<file path="config.mk">
export PLATFORM = sky130hd
export DESIGN_NAME = led_pattern_driver_flat
export DESIGN_NICKNAME = d
export VERILOG_FILES = /design/src/rtl/led_pattern_driver_pkg.sv /design/src/rtl/led_pattern_driver_if.sv /design/src/rtl/led_pattern_driver_prescaler_tick.sv /design/src/rtl/led_pattern_driver.sv /design/src/flat_wrapper.sv
export SDC_FILE = /design/constraint.sdc
export NUM_CORES = 1
export LEC_CHECK = 0
export ABC_AREA = 1
export CORE_AREA = 2 2 75 77
export CTS_CLUSTER_SIZE = 25
export DETAILED_ROUTE_END_ITERATION = 6
export DIE_AREA = 0 0 77 79
export MAX_ROUTING_LAYER = met4
export PLACE_DENSITY = 0.6
export SLEW_MARGIN = 20
export SYNTH_ARGS = -nofsm -noshare
export SYNTH_HDL_FRONTEND = slang
export SYNTH_SLANG_ARGS = --single-unit
</file>
<file path="constraint.sdc">
create_clock -name clk -period 1.61 [get_ports clk]
set_clock_uncertainty 0.05 [all_clocks]
set_input_delay 0.483 -clock clk [delete_from_list [all_inputs] [get_ports clk]]
set_output_delay 0.483 -clock clk [all_outputs]
set_load 0.01 [all_outputs]
</file>
<file path="src/rtl/led_pattern_driver_pkg.sv">
// Shared encodings and pattern helpers for the LED pattern driver.
package led_pattern_driver_pkg;

   typedef enum logic {
      IDLE = 1'b0,
      RUN  = 1'b1
   } state_t;

   typedef enum logic [1:0] {
      MODE_STATIC = 2'd0,
      MODE_ROTL   = 2'd1,
      MODE_ROTR   = 2'd2,
      MODE_BLINK  = 2'd3
   } mode_t;

   function automatic logic [3:0] rot_left(input logic [3:0] p);
      return {p[2:0], p[3]};
   endfunction

   function automatic logic [3:0] rot_right(input logic [3:0] p);
      return {p[0], p[3:1]};
   endfunction

endpackage

</file>
<file path="src/rtl/led_pattern_driver_if.sv">
// Command/display bundle between a pattern source and the LED driver.
interface led_pattern_driver_if;
   logic [3:0] data;
   logic [1:0] mode;
   logic       load;
   logic       stop;
   logic [3:0] leds;
   logic       tick;

   modport master (
      output data, mode, load, stop,
      input  leds, tick
   );

   modport slave (
      input  data, mode, load, stop,
      output leds, tick
   );
endinterface

</file>
<file path="src/rtl/led_pattern_driver_prescaler_tick.sv">
// Free-running step prescaler: one tick every 2^PRESC_BITS enabled clocks.
module prescaler_tick #(
   parameter int PRESC_BITS = 22
) (
   input  logic clk,
   input  logic rstn,
   input  logic clr,
   input  logic en,
   output logic tick
);

   logic [PRESC_BITS-1:0] cnt;

   // Disabled counter is parked at zero so a fresh run always starts a full period.
   always_ff @(posedge clk) begin
      if (!rstn)
         cnt <= '0;
      else if (clr || !en)
         cnt <= '0;
      else
         cnt <= cnt + PRESC_BITS'(1);
   end

   assign tick = en && (&cnt);

endmodule

</file>
<file path="src/rtl/led_pattern_driver.sv">
// Latches a 4-bit pattern on load and shows it static, rotating or blinking.
module led_pattern_driver
   import led_pattern_driver_pkg::*;
#(
   parameter int PRESC_BITS = 22
) (
   input  logic                 clk,
   input  logic                 rstn,
   led_pattern_driver_if.slave  bus
);

   state_t     state, state_nxt;
   mode_t      mode_r, mode_nxt;
   logic [3:0] pattern, pattern_nxt;
   logic [3:0] leds, leds_nxt;
   logic       phase, phase_nxt;
   logic       step;
   logic       clr;

   prescaler_tick #(.PRESC_BITS(PRESC_BITS)) u_presc (
      .clk  (clk),
      .rstn (rstn),
      .clr  (clr),
      .en   (state == RUN),
      .tick (step)
   );

   always_ff @(posedge clk) begin
      if (!rstn) begin
         state   <= IDLE;
         mode_r  <= MODE_STATIC;
         pattern <= '0;
         leds    <= '0;
         phase   <= 1'b1;
      end else begin
         state   <= state_nxt;
         mode_r  <= mode_nxt;
         pattern <= pattern_nxt;
         leds    <= leds_nxt;
         phase   <= phase_nxt;
      end
   end

   // Priority: load > stop > step; a step coinciding with load or stop is dropped.
   always_comb begin
      state_nxt   = state;
      mode_nxt    = mode_r;
      pattern_nxt = pattern;
      leds_nxt    = leds;
      phase_nxt   = phase;
      clr         = 1'b0;
      if (bus.load) begin
         state_nxt   = RUN;
         mode_nxt    = mode_t'(bus.mode);
         pattern_nxt = bus.data;
         leds_nxt    = bus.data;
         phase_nxt   = 1'b1;
         clr         = 1'b1;
      end else if (state == RUN && bus.stop) begin
         state_nxt = IDLE;
         leds_nxt  = '0;
         clr       = 1'b1;
      end else if (step) begin
         case (mode_r)
            MODE_ROTL: begin
               pattern_nxt = rot_left(pattern);
               leds_nxt    = rot_left(pattern);
            end
            MODE_ROTR: begin
               pattern_nxt = rot_right(pattern);
               leds_nxt    = rot_right(pattern);
            end
            MODE_BLINK: begin
               phase_nxt = ~phase;
               leds_nxt  = (~phase) ? pattern : 4'b0000;
            end
            default: ;
         endcase
      end
   end

   assign bus.leds = leds;
   assign bus.tick = step;

endmodule
</file>
<file path="src/flat_wrapper.sv">
// flat-port wrapper written by rule: the top's interface ports become plain ports
module led_pattern_driver_flat import led_pattern_driver_pkg::*;
#(
   parameter int PRESC_BITS = 22
)
  (clk, rstn, bus_data, bus_mode, bus_load, bus_stop, bus_leds, bus_tick);
  led_pattern_driver_if bus_i ();
  input  logic clk;
  input  logic rstn;
  input wire logic [$bits(bus_i.data)-1:0] bus_data;
  input wire logic [$bits(bus_i.mode)-1:0] bus_mode;
  input wire logic [$bits(bus_i.load)-1:0] bus_load;
  input wire logic [$bits(bus_i.stop)-1:0] bus_stop;
  output wire logic [$bits(bus_i.leds)-1:0] bus_leds;
  output wire logic [$bits(bus_i.tick)-1:0] bus_tick;
  assign bus_i.data = bus_data;
  assign bus_i.mode = bus_mode;
  assign bus_i.load = bus_load;
  assign bus_i.stop = bus_stop;
  assign bus_leds = bus_i.leds;
  assign bus_tick = bus_i.tick;
  led_pattern_driver #(.PRESC_BITS(PRESC_BITS)) u_core (.clk(clk), .rstn(rstn), .bus(bus_i));
endmodule
</file>
* Word-level counts from Yosys, hierarchy flattened
Index checks and enable logic that the tools add are counted.
Operators by class: add/sub/neg operators 1, multipliers 0, divide/modulo/power cells 0, $lt $le $gt $ge 0, equality and inequality tests 4, shifts and indexed selects 0, mux-type cells 13, bitwise logic cells 3, reduce and logical (&&, ||, !) cells 15
Operators by type and width (number):
- $mux 4 | 7
- $add 22x1->22 const B | 1
- $reduce_and 22->1 | 1
- $pmux 4 s3 | 1
- $pmux 4 s2 | 1
- $reduce_and 3->1 | 2
- $reduce_bool 3->1 | 2
- $reduce_bool 5->1 | 1
- $eq 2x2->1 const B | 2
- $mux 1 | 4
- $reduce_bool 2->1 | 2
- $reduce_or 2->1 | 2
- $not 1->1 | 3
- $eq 2x1->1 const B | 1
- $logic_and 1x1->1 | 2
- $ne 2x2->1 const B | 1
- $reduce_and 2->1 | 1
- $logic_not 1->1 | 1
- $logic_or 1x1->1 | 1
Word-level totals: bits in registers 34, latch bits 0, bits in writable memories 0, memory bits (read-only) 0, output and inout bits 5, logic and storage cells 42, memories kept 0

* Logic depth before layout (Yosys ltp)
depth after elaboration 5, gate-level depth with buffers 10, depth with buffers taken out 10

* Hierarchy
Synthesis repeated with hierarchy kept, for this count alone.
Unflattened totals: cells, all modules 287, area, all modules 1923.1 µm²
Modules (own cells, without submodules):
- prescaler_tick | instances 1, cells each 155, area each 1142.3 µm²
- led_pattern_driver | instances 1, cells each 132, area each 780.7 µm²

* Least setup slack after synthesis
Ideal clock, no wire load.
kind reg-to-output, start register u_core.u_presc.cnt[0], end output port bus_tick, arrival 1.219 ns, setup slack -0.142 ns, stages on the path, launching flop included 6, cell sequence dfxtp_1 -> ha_1 -> nand2_2 -> nor2_4 -> nand2_4 -> nor4_1
On the way: cells in the longest elaborated chain, start to end 2
RTL lines:
- start, declared | RTL line led_pattern_driver_prescaler_tick.sv:12 | logic [PRESC_BITS-1:0] cnt;
- start signal, assigned | RTL line led_pattern_driver_prescaler_tick.sv:21 | cnt <= cnt + PRESC_BITS'(1);
- $reduce_and 22->1 | RTL line led_pattern_driver_prescaler_tick.sv:24 | assign tick = en && (&cnt);
- $logic_and 1x1->1 | RTL line led_pattern_driver_prescaler_tick.sv:24
- end, declared | RTL line flat_wrapper.sv:15 | output wire logic [$bits(bus_i.tick)-1:0] bus_tick;
Every way passes these cells.

* Final worst setup path
start register u_core.u_presc.cnt[1], end output port bus_tick
The elaborated chain is that of the path after synthesis.

==> impl_metrics.toml <==
[cells_and_area]
nets = 343
final_area_sq_mm = 0.00262
syn_to_final_growth_pct = 42.4
layout-drive-gt1-share = 0.326
final_util = 0.492
antenna_cells = 0
final_cells = 403

[grt]
grt_max_degree = 18
gr-total-overflow = 0
grt_util_all_layers = 0.154
grt_pass1_wl_microns = 7320
grt_pass1_vias = 1742
antenna_found_initial = 0

[timing]
max_freq_mhz = 550
finalSetupViolations = 11
fin_ws_ns = -0.209
relSlewSlack = 0.833
hold_slack_ns = 0.448
hold_violations = 0
final_max_slew_viol_count = 0
tns_ns = -0.775
post-route-min-period_ns = 1.82
rsz0062_at_grt = "yes"
worstMarginPinSlew_ns = 0.249
period_share = 1.13

[status]
status = "complete, but fails checks"
violations = "setup timing"

[yosys]
yosys.area.top_type = "dfxtp_1"
ys_seq_area_frac = 0.369
yosysUniqueCellTypes = 31
syn_inst = 265
synth_flop_cell = "dfxtp_1"
syn-cell-area_sq_mm = 0.00184
syn_nets = 276
netlist_top_cells_count = "nand2_1 (54), nor2_1 (36), dfxtp_1 (34)"
ys_warn_count = 0
ys_seq_elements = 34
synthArstFlopShare = 0
synth_enable_flop_cells = 0
synth_top_area_frac = 0.369
synth_area_per_cell_sq_um = 6.95
synth_most_common_cell = "nand2_1"
synthTopCellsByArea = "dfxtp_1 (37%), nand2_1 (11%), nor2_1 (7.3%), inv_1 (4.9%), o21ai_0 (4.6%)"

[clock_network]
clock_latency_ns = 0.28
htreeDepth = 2
cts-buffers-inserted = 5
cts_tree = "built"
clkTransAtPathRegs_ns = 0.06
clk_path_buf_depth = 2
cts_root_buf = "clkbuf_8"
clock_sinks = 34

[min_path]
min_from = "u_core.u_presc.cnt[7]"
holdPathStages = 2
hp-class = "reg -> reg"
whs_endpoint = "u_core.u_presc.cnt[7]"

[floorplanning]
core_area_sq_mm = 0.00534
dieArea_sq_mm = 0.00608
die_w_microns = 77
rows = 27
num_io_pins = 15
die_h_microns = 79
start_util = 0.345

[power_and_ir_drop]
power.leakage_nw = 1.12
power_mw = 1.68
ir_worst_vdd_mv = 0.276
power.density_mw_per_mm2 = 641

[worst_setup_path]
path_class = "reg -> out"
slowest_stage = "dfxtp_2"
path_cells = "ha_4, nand2_4, nor2_4, nand2_4, nor4_4, buf_2"
worstPathMaxFanout = 2
cp-start-kind = "register"
worstPathArrival_ns = 1.29
max_stage_delay_ns = 0.35
r2r_start = "u_core.u_presc.cnt[1]"
r2r_slack_ns = -0.08
required_ns = 1.08
ff2ff_path_depth = 10
cp-end-kind = "output pin"
r2r_end = "u_core.pattern[2]"
critPathMostFrequentCell = "nand2_4"

[placement]
place_congestion = 0.911
pre_cts_slack_ns = -0.473
port_buffers = 14
place_area_sq_mm = 0.00239
numPlacedInstances = 389
hpwlAfterDp_microns = 3210

[drt]
drt_iter0_drc = 42
routed_via_density = 4.57
wirelength_microns = 4170
wl_per_cell_microns = 10.3
vias = 1841
drtAntennaViolNets = 0
drtPass1Iterations = 4
drc_errors = 0

[run]
max_cap_violations = 0
[cell families (layout without fill, tap and decap cells)]
kind of cell               count (synthesis)  count (layout)  synth area share
AOI/OAI and AO/OA                         46              46             0.130
xor gates and xnor gates                   2               2           0.00951
adders and majority gates                  1               1           0.00679
buffers and inverters                     35             101            0.0760
DFF                                       34              34             0.369
and+or+nand+nor                          147             147             0.409
[cell type report]
| class | instances | area, sq um |
|---|---|---|
| Multi-Input combinational cell | 196 | 1120 |
| Clock buffer | 6 | 82.6 |
| Sequential cell | 34 | 684 |
| Timing Repair Buffer | 64 | 526 |
| Inverter | 31 | 121 |
| Fill cell | 554 | 2710 |
| Tap cell | 72 | 90.1 |
[registers in the layout, indices dropped and copies added (netlist names)]
signal and count:
u_core.bus.leds 4, u_core.mode_r 2, u_core.pattern 4, u_core.phase 1, u_core.state 1, u_core.u_presc.cnt 22
[worst max-delay path, delay by kind of cell, from the launching register on]
family	cells	cell delay [ns]
simple gates	4	0.33
flops	1	0.35
fa+ha+maj	1	0.15
buf+inv	1	0.17
[cells in the final DEF, fill, tap and decap left out, drive strengths merged]
master,instances
a31oi,1
nor3b,1
dfxtp,34
nand3,20
o21ai,27
o21bai,1
xnor2,2
nand4,4
and3,1
dlygate4sd2,4
nand2,61
nor4,1
nor2,50
inv,31
o21a,1
a22oi,1
clkbuf,6
a21oi,15
clkdlybuf4s50,9
buf,51
nor3,9
ha,1
[worst max path at each step]
stage,startpoint,to,slack (ns),depth (start not counted)
final,u_core.u_presc.cnt[1],bus_tick,-0.21,6
after global routing,u_core.u_presc.cnt[1],bus_tick,-0.29,6
after CTS,u_core.u_presc.cnt[1],bus_tick,-0.25,6
after detailed placement,u_core.u_presc.cnt[0],bus_tick,-0.47,6
after global placement,u_core.u_presc.cnt[0],bus_tick,-0.42,6
after floorplan,u_core.u_presc.cnt[0],bus_tick,0.01,5
[per-layer routing]
layer / vias to the layer above / global-route usage / wire (microns)
met2: 28 / 0.254 / 2000
met3: 8 / 0.0375 / 140
met4: 0 / 0.0607 / 71
met5: - / - / 0
li1: 992 / - / -
met1: 813 / 0.183 / 1960
[report_power, final]
part | switching [mW] | leakage [nW] | total (mW) | internal, mW
Clock | 0.280 | 0.0431 | 0.610 | 0.329
Sequential | 0.0154 | 0.278 | 0.879 | 0.863
Combinational | 0.104 | 0.802 | 0.194 | 0.0901
[what timing repair did]
| item | 4_1_cts | 5_1_grt |
|---|---|---|
| pin swaps | 8 | 12 |
| setup buffers | 2 | 7 |
| gates cloned | 0 | 0 |
| endpoints found under the hold margin | 0 | 0 |
| hold buffers | 0 | 0 |
| endpoints found under the setup margin | 14 | 21 |
| gates resized for setup | 15 | 19 |
No activity file was read; power rests on OpenSTA's default activity.
